### config.mk
export PLATFORM = sky130hd
export DESIGN_NAME = rgb_stream_packer
export DESIGN_NICKNAME = d
export VERILOG_FILES = /design/src/rtl/rgb_stream_packer.sv
export SDC_FILE = /design/constraint.sdc
export NUM_CORES = 1
export LEC_CHECK = 0
export ABC_AREA = 1
export ABC_CLOCK_PERIOD_IN_PS = 2050
export CORE_AREA = 3 3 99 101
export CTS_BUF_LIST = sky130_fd_sc_hd__clkbuf_16
export DETAILED_ROUTE_END_ITERATION = 6
export DIE_AREA = 0 0 102 104
export REMOVE_ABC_BUFFERS = 1
export SYNTH_ARGS = -nofsm -noshare
export SYNTH_HDL_FRONTEND = slang
export SYNTH_SLANG_ARGS = --single-unit
### constraint.sdc
create_clock -name clock_i -period 2.05 [get_ports clock_i]
set_clock_uncertainty 0.1 [all_clocks]
set_input_delay 0.3075 -clock clock_i [delete_from_list [all_inputs] [get_ports clock_i]]
set_output_delay 0.3075 -clock clock_i [all_outputs]
set_load 0.02 [all_outputs]
### src/rtl/rgb_stream_packer.sv
// rgb_stream_packer: packs 24-bit RGB pixels densely into 32-bit little-endian words; define RGB_STREAM_PACKER_FRAME_CHECK_EN to enable the frame-length checker
module rgb_stream_packer #(
  parameter int Height = 1080,
  parameter int Width = 1920
) (
  input  logic        clock_i,
  input  logic        reset_i,
  input  logic        slave_valid_i,
  output logic        slave_ready_o,
  input  logic [7:0]  slave_red_i,
  input  logic [7:0]  slave_green_i,
  input  logic [7:0]  slave_blue_i,
  input  logic        slave_last_i,
  output logic        master_valid_o,
  input  logic        master_ready_i,
  output logic [31:0] master_data_o,
  output logic        master_last_o,
  output logic        frame_done_o,
  output logic        length_error_o
);
  typedef enum logic {RUN, FLUSH} state_t;
  state_t state;
  logic [23:0] res_data;
  logic [1:0] res_cnt;
  logic [47:0] merged;
  logic [2:0] total;
  logic take, word_hs;
  assign word_hs = master_valid_o && master_ready_i;
  assign slave_ready_o = (state == RUN) && (!master_valid_o || master_ready_i);
  assign take = slave_valid_i && slave_ready_o;
  assign frame_done_o = word_hs && master_last_o;
  // residual bytes occupy the low lanes; the new pixel lands right after them
  always_comb begin
    merged = {24'b0, res_data} | ({24'b0, slave_blue_i, slave_green_i, slave_red_i} << {res_cnt, 3'b000});
    total = {1'b0, res_cnt} + 3'd3;
  end
  // output word register, residual bytes and RUN/FLUSH state
  always_ff @(posedge clock_i or posedge reset_i) begin
    if (reset_i) begin
      state <= RUN;
      res_data <= '0;
      res_cnt <= '0;
      master_valid_o <= 1'b0;
      master_data_o <= '0;
      master_last_o <= 1'b0;
    end else if (state == FLUSH) begin
      if (!master_valid_o || master_ready_i) begin
        master_valid_o <= 1'b1;
        master_data_o <= {8'b0, res_data};
        master_last_o <= 1'b1;
        res_data <= '0;
        res_cnt <= '0;
        state <= RUN;
      end
    end else if (take) begin
      if (slave_last_i || total >= 3'd4) begin
        master_valid_o <= 1'b1;
        master_data_o <= merged[31:0];
        master_last_o <= slave_last_i && total <= 3'd4;
        res_data <= {8'b0, merged[47:32]};
        res_cnt <= total > 3'd4 ? 2'(total - 3'd4) : 2'd0;
        state <= (slave_last_i && total > 3'd4) ? FLUSH : RUN;
      end else begin
        res_data <= merged[23:0];
        res_cnt <= 2'(total);
        if (word_hs) master_valid_o <= 1'b0;
      end
    end else if (word_hs) begin
      master_valid_o <= 1'b0;
    end
  end
`ifdef RGB_STREAM_PACKER_FRAME_CHECK_EN
  localparam int Frame = Height * Width;
  localparam int Cw = $clog2(Frame + 1);
  logic [Cw-1:0] pix_cnt;
  // per-frame pixel count; a last pixel at the wrong count or a missing last sets the sticky error
  always_ff @(posedge clock_i or posedge reset_i) begin
    if (reset_i) begin
      pix_cnt <= '0;
      length_error_o <= 1'b0;
    end else if (take) begin
      pix_cnt <= slave_last_i ? '0 : pix_cnt + 1'b1;
      if (slave_last_i ? pix_cnt != Cw'(Frame - 1) : pix_cnt == Cw'(Frame - 1)) length_error_o <= 1'b1;
    end
  end
`else
  assign length_error_o = (Height < 0) && (Width < 0);
`endif
endmodule
After elaboration in Yosys (flattened, before gate mapping)
Index checks and enable logic that the tools add are counted.
Cells by class
  add/sub/neg operators: 2
  magnitude comparators: 3
  eq/ne operators: 1
  shift-type cells: 1
  multiplexer cells: 26
  bitwise gates (word level): 2
  reduce and logical (&&, ||, !) cells: 13
Operator list (number)
  two-way mux 32 bit: 4
  two-way mux 24 bit: 4
  bitwise OR 24 x 48 -> 48 bit: 1
  << shifter 24 x 5 -> 48 bit: 1
  two-way mux 1 bit: 13
  two-way mux 2 bit: 5
  logical AND 1 bit: 6
  nonzero test 2 bit: 2
  adder 2 x 2 -> 3 bit, second input constant: 1
  greater-or-equal comparator 3 bit, second input constant: 1
  > comparator 3 bit, second input constant: 1
  <= comparator 3 bit, second input constant: 1
  AND reduction 3 bit: 1
  logical OR 1 bit: 2
  != test 2 x 1 -> 1 bit, second input constant: 1
  AND reduction 2 bit: 1
  subtractor 2 x 1 -> 2 bit, second input constant: 1
  logical NOT 1 bit: 1
  NOT 1 bit: 1
Storage, ports and cells
  register bits after elaboration: 61
  output and inout port bits: 37
  word-level logic and storage cells: 54

Depth between registers and ports, before layout
Gate-level depths: netlist (run 1).
  depth in word-level cells: 7
  depth in mapped cells: 13
  mapped depth without buffers: 10

Worst setup path after synthesis (run 1)
No wires, ideal clock.
  kind: register -> register
  start: reg res_cnt[1]
  end: reg master_data_o[10]
  arrival: 1.672 ns
  data required time: 1.834 ns
  path slack: 0.162 ns
  cell stages (with the launch flop): 13
  path through: dfrtp_1 -> inv_2 -> buf_2 -> buf_2 -> ha_1 -> nand2_4 -> nand2_4 -> nand2_8 -> nand2_4 -> inv_2 -> buf_4 -> nand2_1 -> nand2_1
On the way
  cells in the longest elaborated chain, start to end: 5
  elaborated cells on any way between the ends: 10
RTL lines
  from (decl): line 24  | logic [1:0] res_cnt;
  from (signal assigned): line 61  | res_cnt <= total > 3'd4 ? 2'(total - 3'd4) : 2'd0;
  from (signal assigned): line 65  | res_cnt <= 2'(total);
  adder 2 x 2 -> 3 bit / << shifter 24 x 5 -> 48 bit (equally long branches): line 35, 34
  greater-or-equal comparator 3 bit / bitwise OR 24 x 48 -> 48 bit (equally long branches): line 56, 34
  logical OR 1 bit / two-way mux 32 bit (equally long branches): line 56  | if (slave_last_i || total >= 3'd4) begin
  nonzero test 2 bit (no source line) / two-way mux 32 bit (equally long branches)
  AND reduction 3 bit (no source line) / two-way mux 32 bit (equally long branches)
  to (signal assigned): line 49  | master_data_o <= {8'b0, res_data};
  to (signal assigned): line 58  | master_data_o <= merged[31:0];
  to (decl): line 16  | output logic [31:0] master_data_o,
Parallel ways exist; a longest one is shown, timed or not. The select of a mux whose other input is x is not followed.
A chain may end at the register's enable or synchronous reset.

Final worst setup path (run 1)
  start: in master_ready_i
  end: out frame_done_o
On the way
  cells in the longest elaborated chain, start to end: 2
RTL lines
  from (decl): line 15  | input logic master_ready_i,
  logical AND 1 bit: line 28  | assign word_hs = master_valid_o && master_ready_i;
  logical AND 1 bit: line 31  | assign frame_done_o = word_hs && master_last_o;
  to (decl): line 18  | output logic frame_done_o,
No other way between the ends.

==> results of run 1 <==
## area by class of cell
cell class,count,area [um^2]
Clock buffer,9,225.2
Clock inverter,5,21.27
Fill cell,929,4576
Inverter,58,220.2
Multi-Input combinational cell,361,1615
Sequential cell,61,1526
Tap cell,111,138.9
Timing Repair Buffer,78,785.8
## through the flow
step / hold WS [ns] / TNS (ns) / util / total power, W
final: 0.2663 / 0 / 0.4977 / 0.006956
after global routing: 0.3168 / 0 / 0.4977 / 0.007576
after CTS: 0.2905 / 0 / 0.4974 / 0.007052
after detailed placement: 0.3645 / 0 / 0.4703 / 0.005722
after global placement: 0.3615 / 0 / 0.4703 / 0.005644
after floorplan: 0.3565 / -37.12 / - / 0.004281
## Yosys cell counts
cell,number,area share
sky130_fd_sc_hd__dfrtp_1,61,0.43
sky130_fd_sc_hd__buf_6,4,0.013
sky130_fd_sc_hd__nand2_8,1,0.0056
sky130_fd_sc_hd__or2_2,1,0.0018
sky130_fd_sc_hd__nand2_2,2,0.0035
sky130_fd_sc_hd__buf_2,15,0.021
sky130_fd_sc_hd__o22ai_1,2,0.0035
sky130_fd_sc_hd__inv_1,51,0.054
sky130_fd_sc_hd__buf_4,8,0.017
sky130_fd_sc_hd__a21oi_1,33,0.046
sky130_fd_sc_hd__ha_1,4,0.014
sky130_fd_sc_hd__o21ai_1,32,0.045
sky130_fd_sc_hd__clkbuf_1,2,0.0021
sky130_fd_sc_hd__nand2_1,163,0.17
sky130_fd_sc_hd__nor2_2,1,0.0018
sky130_fd_sc_hd__o21ai_0,24,0.034
sky130_fd_sc_hd__conb_1,1,0.0011
sky130_fd_sc_hd__nor2_1,53,0.056
sky130_fd_sc_hd__nand2_4,3,0.0095
sky130_fd_sc_hd__o31ai_1,1,0.0021
sky130_fd_sc_hd__buf_1,1,0.0011
sky130_fd_sc_hd__nand3_1,39,0.055
sky130_fd_sc_hd__inv_2,6,0.0063
sky130_fd_sc_hd__inv_4,1,0.0018
sky130_fd_sc_hd__nor2_4,1,0.0032
## logic make-up (layout without fill, tap and decap cells)
kind of cell | Yosys count | after routing | share of synthesized area
AOI/OAI and AO/OA | 92 | 92 | 0.1310
other | 1 | 1 | 0.001055
adders and majority gates | 4 | 4 | 0.01409
DFF | 61 | 61 | 0.4296
buffers and inverters | 88 | 150 | 0.1158
and+or+nand+nor | 264 | 264 | 0.3085
## flip-flops by register name, indices dropped and copies added, names as in the netlist
name / count
res_data: 24
master_data_o: 32
state: 1
master_last_o: 1
res_cnt: 2
master_valid_o: 1
## power by group through the flow
stage                     logic [W]  clock network [W]  registers [W]
after floorplan             0.00179                  0        0.00249
after global placement      0.00361                  0        0.00203
after detailed placement    0.00367                  0        0.00205
after CTS                   0.00369            0.00132        0.00204
after global routing        0.00409            0.00138        0.00210
final                       0.00364            0.00129        0.00203
## worst max-delay path: stages
cell and delay (ns):
sky130_fd_sc_hd__clkdlybuf4s50_1 0.45, sky130_fd_sc_hd__inv_1 0.05, sky130_fd_sc_hd__nor2_1 0.10, sky130_fd_sc_hd__clkdlybuf4s50_1 0.61
## per-layer routing
layer	routed length, um	up-vias	global-route usage	share of wire
li1	-	1710	-	-
met2	4489	108	0.3032	0.49
met3	478	9	0.04896	0.052
met5	0	-	0	0
met1	4077	1510	0.2377	0.45
met4	72	0	0.04217	0.0079
## worst max path at each step
| stage | slack (ns) | cells after the start | endpoint | start |
|---|---|---|---|---|
| 6_report | 0.12 | 4 | frame_done_o | master_ready_i |
| 5_1_grt | 0.09 | 4 | frame_done_o | master_ready_i |
| 4_1_cts | 0.03 | 6 | slave_ready_o | master_ready_i |
| 3_5_place_dp | 0.03 | 6 | slave_ready_o | master_ready_i |
| 3_3_place_gp | 0.05 | 6 | slave_ready_o | master_ready_i |
| 2_1_floorplan | -0.83 | 10 | res_data[0] | res_cnt[0] |
==> impl.org, run 1 <==
** Finish
- Synthesis-to-finish area growth :: 27.57%
- Ratio of cells with drive above 1 in the final layout :: 0.07343
- Net total in the final layout :: 602
- Finished Layout Cells :: 683
- The finished cells cover 0.004533 mm^2.
- Leading cell types in the layout, fill and taps excluded :: sky130_fd_sc_hd__nand2_1 (163), sky130_fd_sc_hd__clkdlybuf4s50_1 (63), sky130_fd_sc_hd__dfrtp_1 (61)
- Antenna diode count :: 0
- Most common cell after layout, fill and taps aside :: sky130_fd_sc_hd__nand2_1

** Synthesis
- Of the synthesized area, sequential elements account for 0.4296.
- The netlist uses 25 different library cells.
- In this run, synthesis produced a sequential element count of 61.
- After synthesis the cells add up to 0.003553 mm^2.
- In the synthesized netlist, the number of instances is 510.
- Average size of a mapped cell :: 6.967 um^2
- Total number of yosys warnings :: 0

** Clocking
- TritonCTS built the clock tree.
- In this run, post-CTS repair resized a total of 0 instances.
- The H-tree was split into 3 levels.
- The clock passes through at most 2 buffers.
- Clock Latency Late Sink :: 0.32 ns
- Cell at the root of the clock tree :: sky130_fd_sc_hd__clkbuf_16
- The tree built by TritonCTS fans out to 61 sinks.
- Number of buffers created by CTS :: 9
- Number of post-CTS setup repair buffers :: 0
- Clock-pin slew was measured on the worst setup and hold paths at 0.05 ns.
- Cts hold-fix bufs :: 0

** Power and ir drop
- Internal Power :: 0.003998 W
- Power spread over the standard cell area amounts to 1535 mW/mm^2.
- For this design the total switching power over the nets is 0.002958 W.
- VDD sags by at most 582.8 uV.
- Summed over all cells, the static leakage comes to 2.260 nW.
- Of the total power, combinational logic draws 0.524.
- Share of total power consumed by net switching :: 0.4253
- Register share of total power :: 0.291
- Of the total power, the clock network draws 0.185.

** Placement
- At the end of routability-driven placement, the weighted congestion stood at 0.7995.
- IO Port Bufs :: 64
- Placed insts :: 669
- Before CTS, the worst setup slack after placement is 0.03389 ns.
- Placed instance area :: 0.004284 mm^2
- DP HPWL :: 5994 um

** Worst setup path
- Endpoint arrival time on the critical path :: 1.52 ns
- Crit path launch type :: primary input
- In this run the critical register-to-register path is captured at master_data_o[22].
- Worst Path Required :: 1.64 ns
- STA classifies the critical path endpoint as an output pin.
- Reg-to-reg slack, setup :: 0.34 ns
- Critical path peak fanout :: 2
- Critical R2R Launch :: res_cnt[0]
- Category of the critical setup timing path :: primary input to output pin
- Worst reg-to-reg path cell count :: 10

** Floorplan
- The die covers 0.01061 mm^2.
- The floorplan step set the die height to 104 um.
- Cell row count :: 35
- # IOs :: 66
- Core outline area :: 0.009109 mm^2
- Starting utilization of the core area :: 0.3901
- Chip width :: 102 um

** Routing
- WL per Instance :: 13.35 um
- Vias :: 3337
- Post-DRT Antenna Nets :: 0
- After the first detailed-routing iteration, the DRC count stood at 142.
- First-pass iteration count of the detailed router :: 5
- In the routed layout, each cell is associated on average with a via count of 4.886.
- In the routed design, unresolved DRC markers number 0.
- The final layout contains routed wiring with a total length of 9117 um.

** Run status
- The run finished with clean final reports.

** STA
- Setup violations remaining at the end of the flow were counted as 0.
- After layout, the worst setup slack is 0.1180 ns.
- The max-slew violation count is 0.
- The worst path in the final design needs a cycle of 1.932 ns, including I/O delays and setup.
- Static timing analysis puts the maximum clock frequency at 0.5176 GHz.
- Final hold violations :: 0
- Setup repair after global routing left no endpoint under its margin.
- Period utilization :: 0.9425

** Global route
- Residual overflow from global routing :: 0
- Wire length of the first global-routing pass :: 15500 um
- The via count of the first global-routing pass came to 3174.
- Across every metal layer, demand over resource in global routing totals 0.1833.
- Initial antenna violation count :: 0
- Pin count of the biggest net entering global routing :: 62

** Min path
- The path class of the tightest hold or removal check is primary input to asynchronous set/reset pin.

** Flow run
- Maximum capacitance violations :: 0
Power figures use the tool's default switching activity.
==> inputs of run 2 (changes only) <==
--- a/config.mk
+++ b/config.mk
@@ -7,6 +7,7 @@
 export LEC_CHECK = 0
 export ABC_AREA = 1
 export ABC_CLOCK_PERIOD_IN_PS = 2050
+export CAP_MARGIN = 20
 export CORE_AREA = 3 3 99 101
 export CTS_BUF_LIST = sky130_fd_sc_hd__clkbuf_16
 export DETAILED_ROUTE_END_ITERATION = 6
==> results of run 2 <==
Final layout, timing and power as in run 1 (identical DEF).
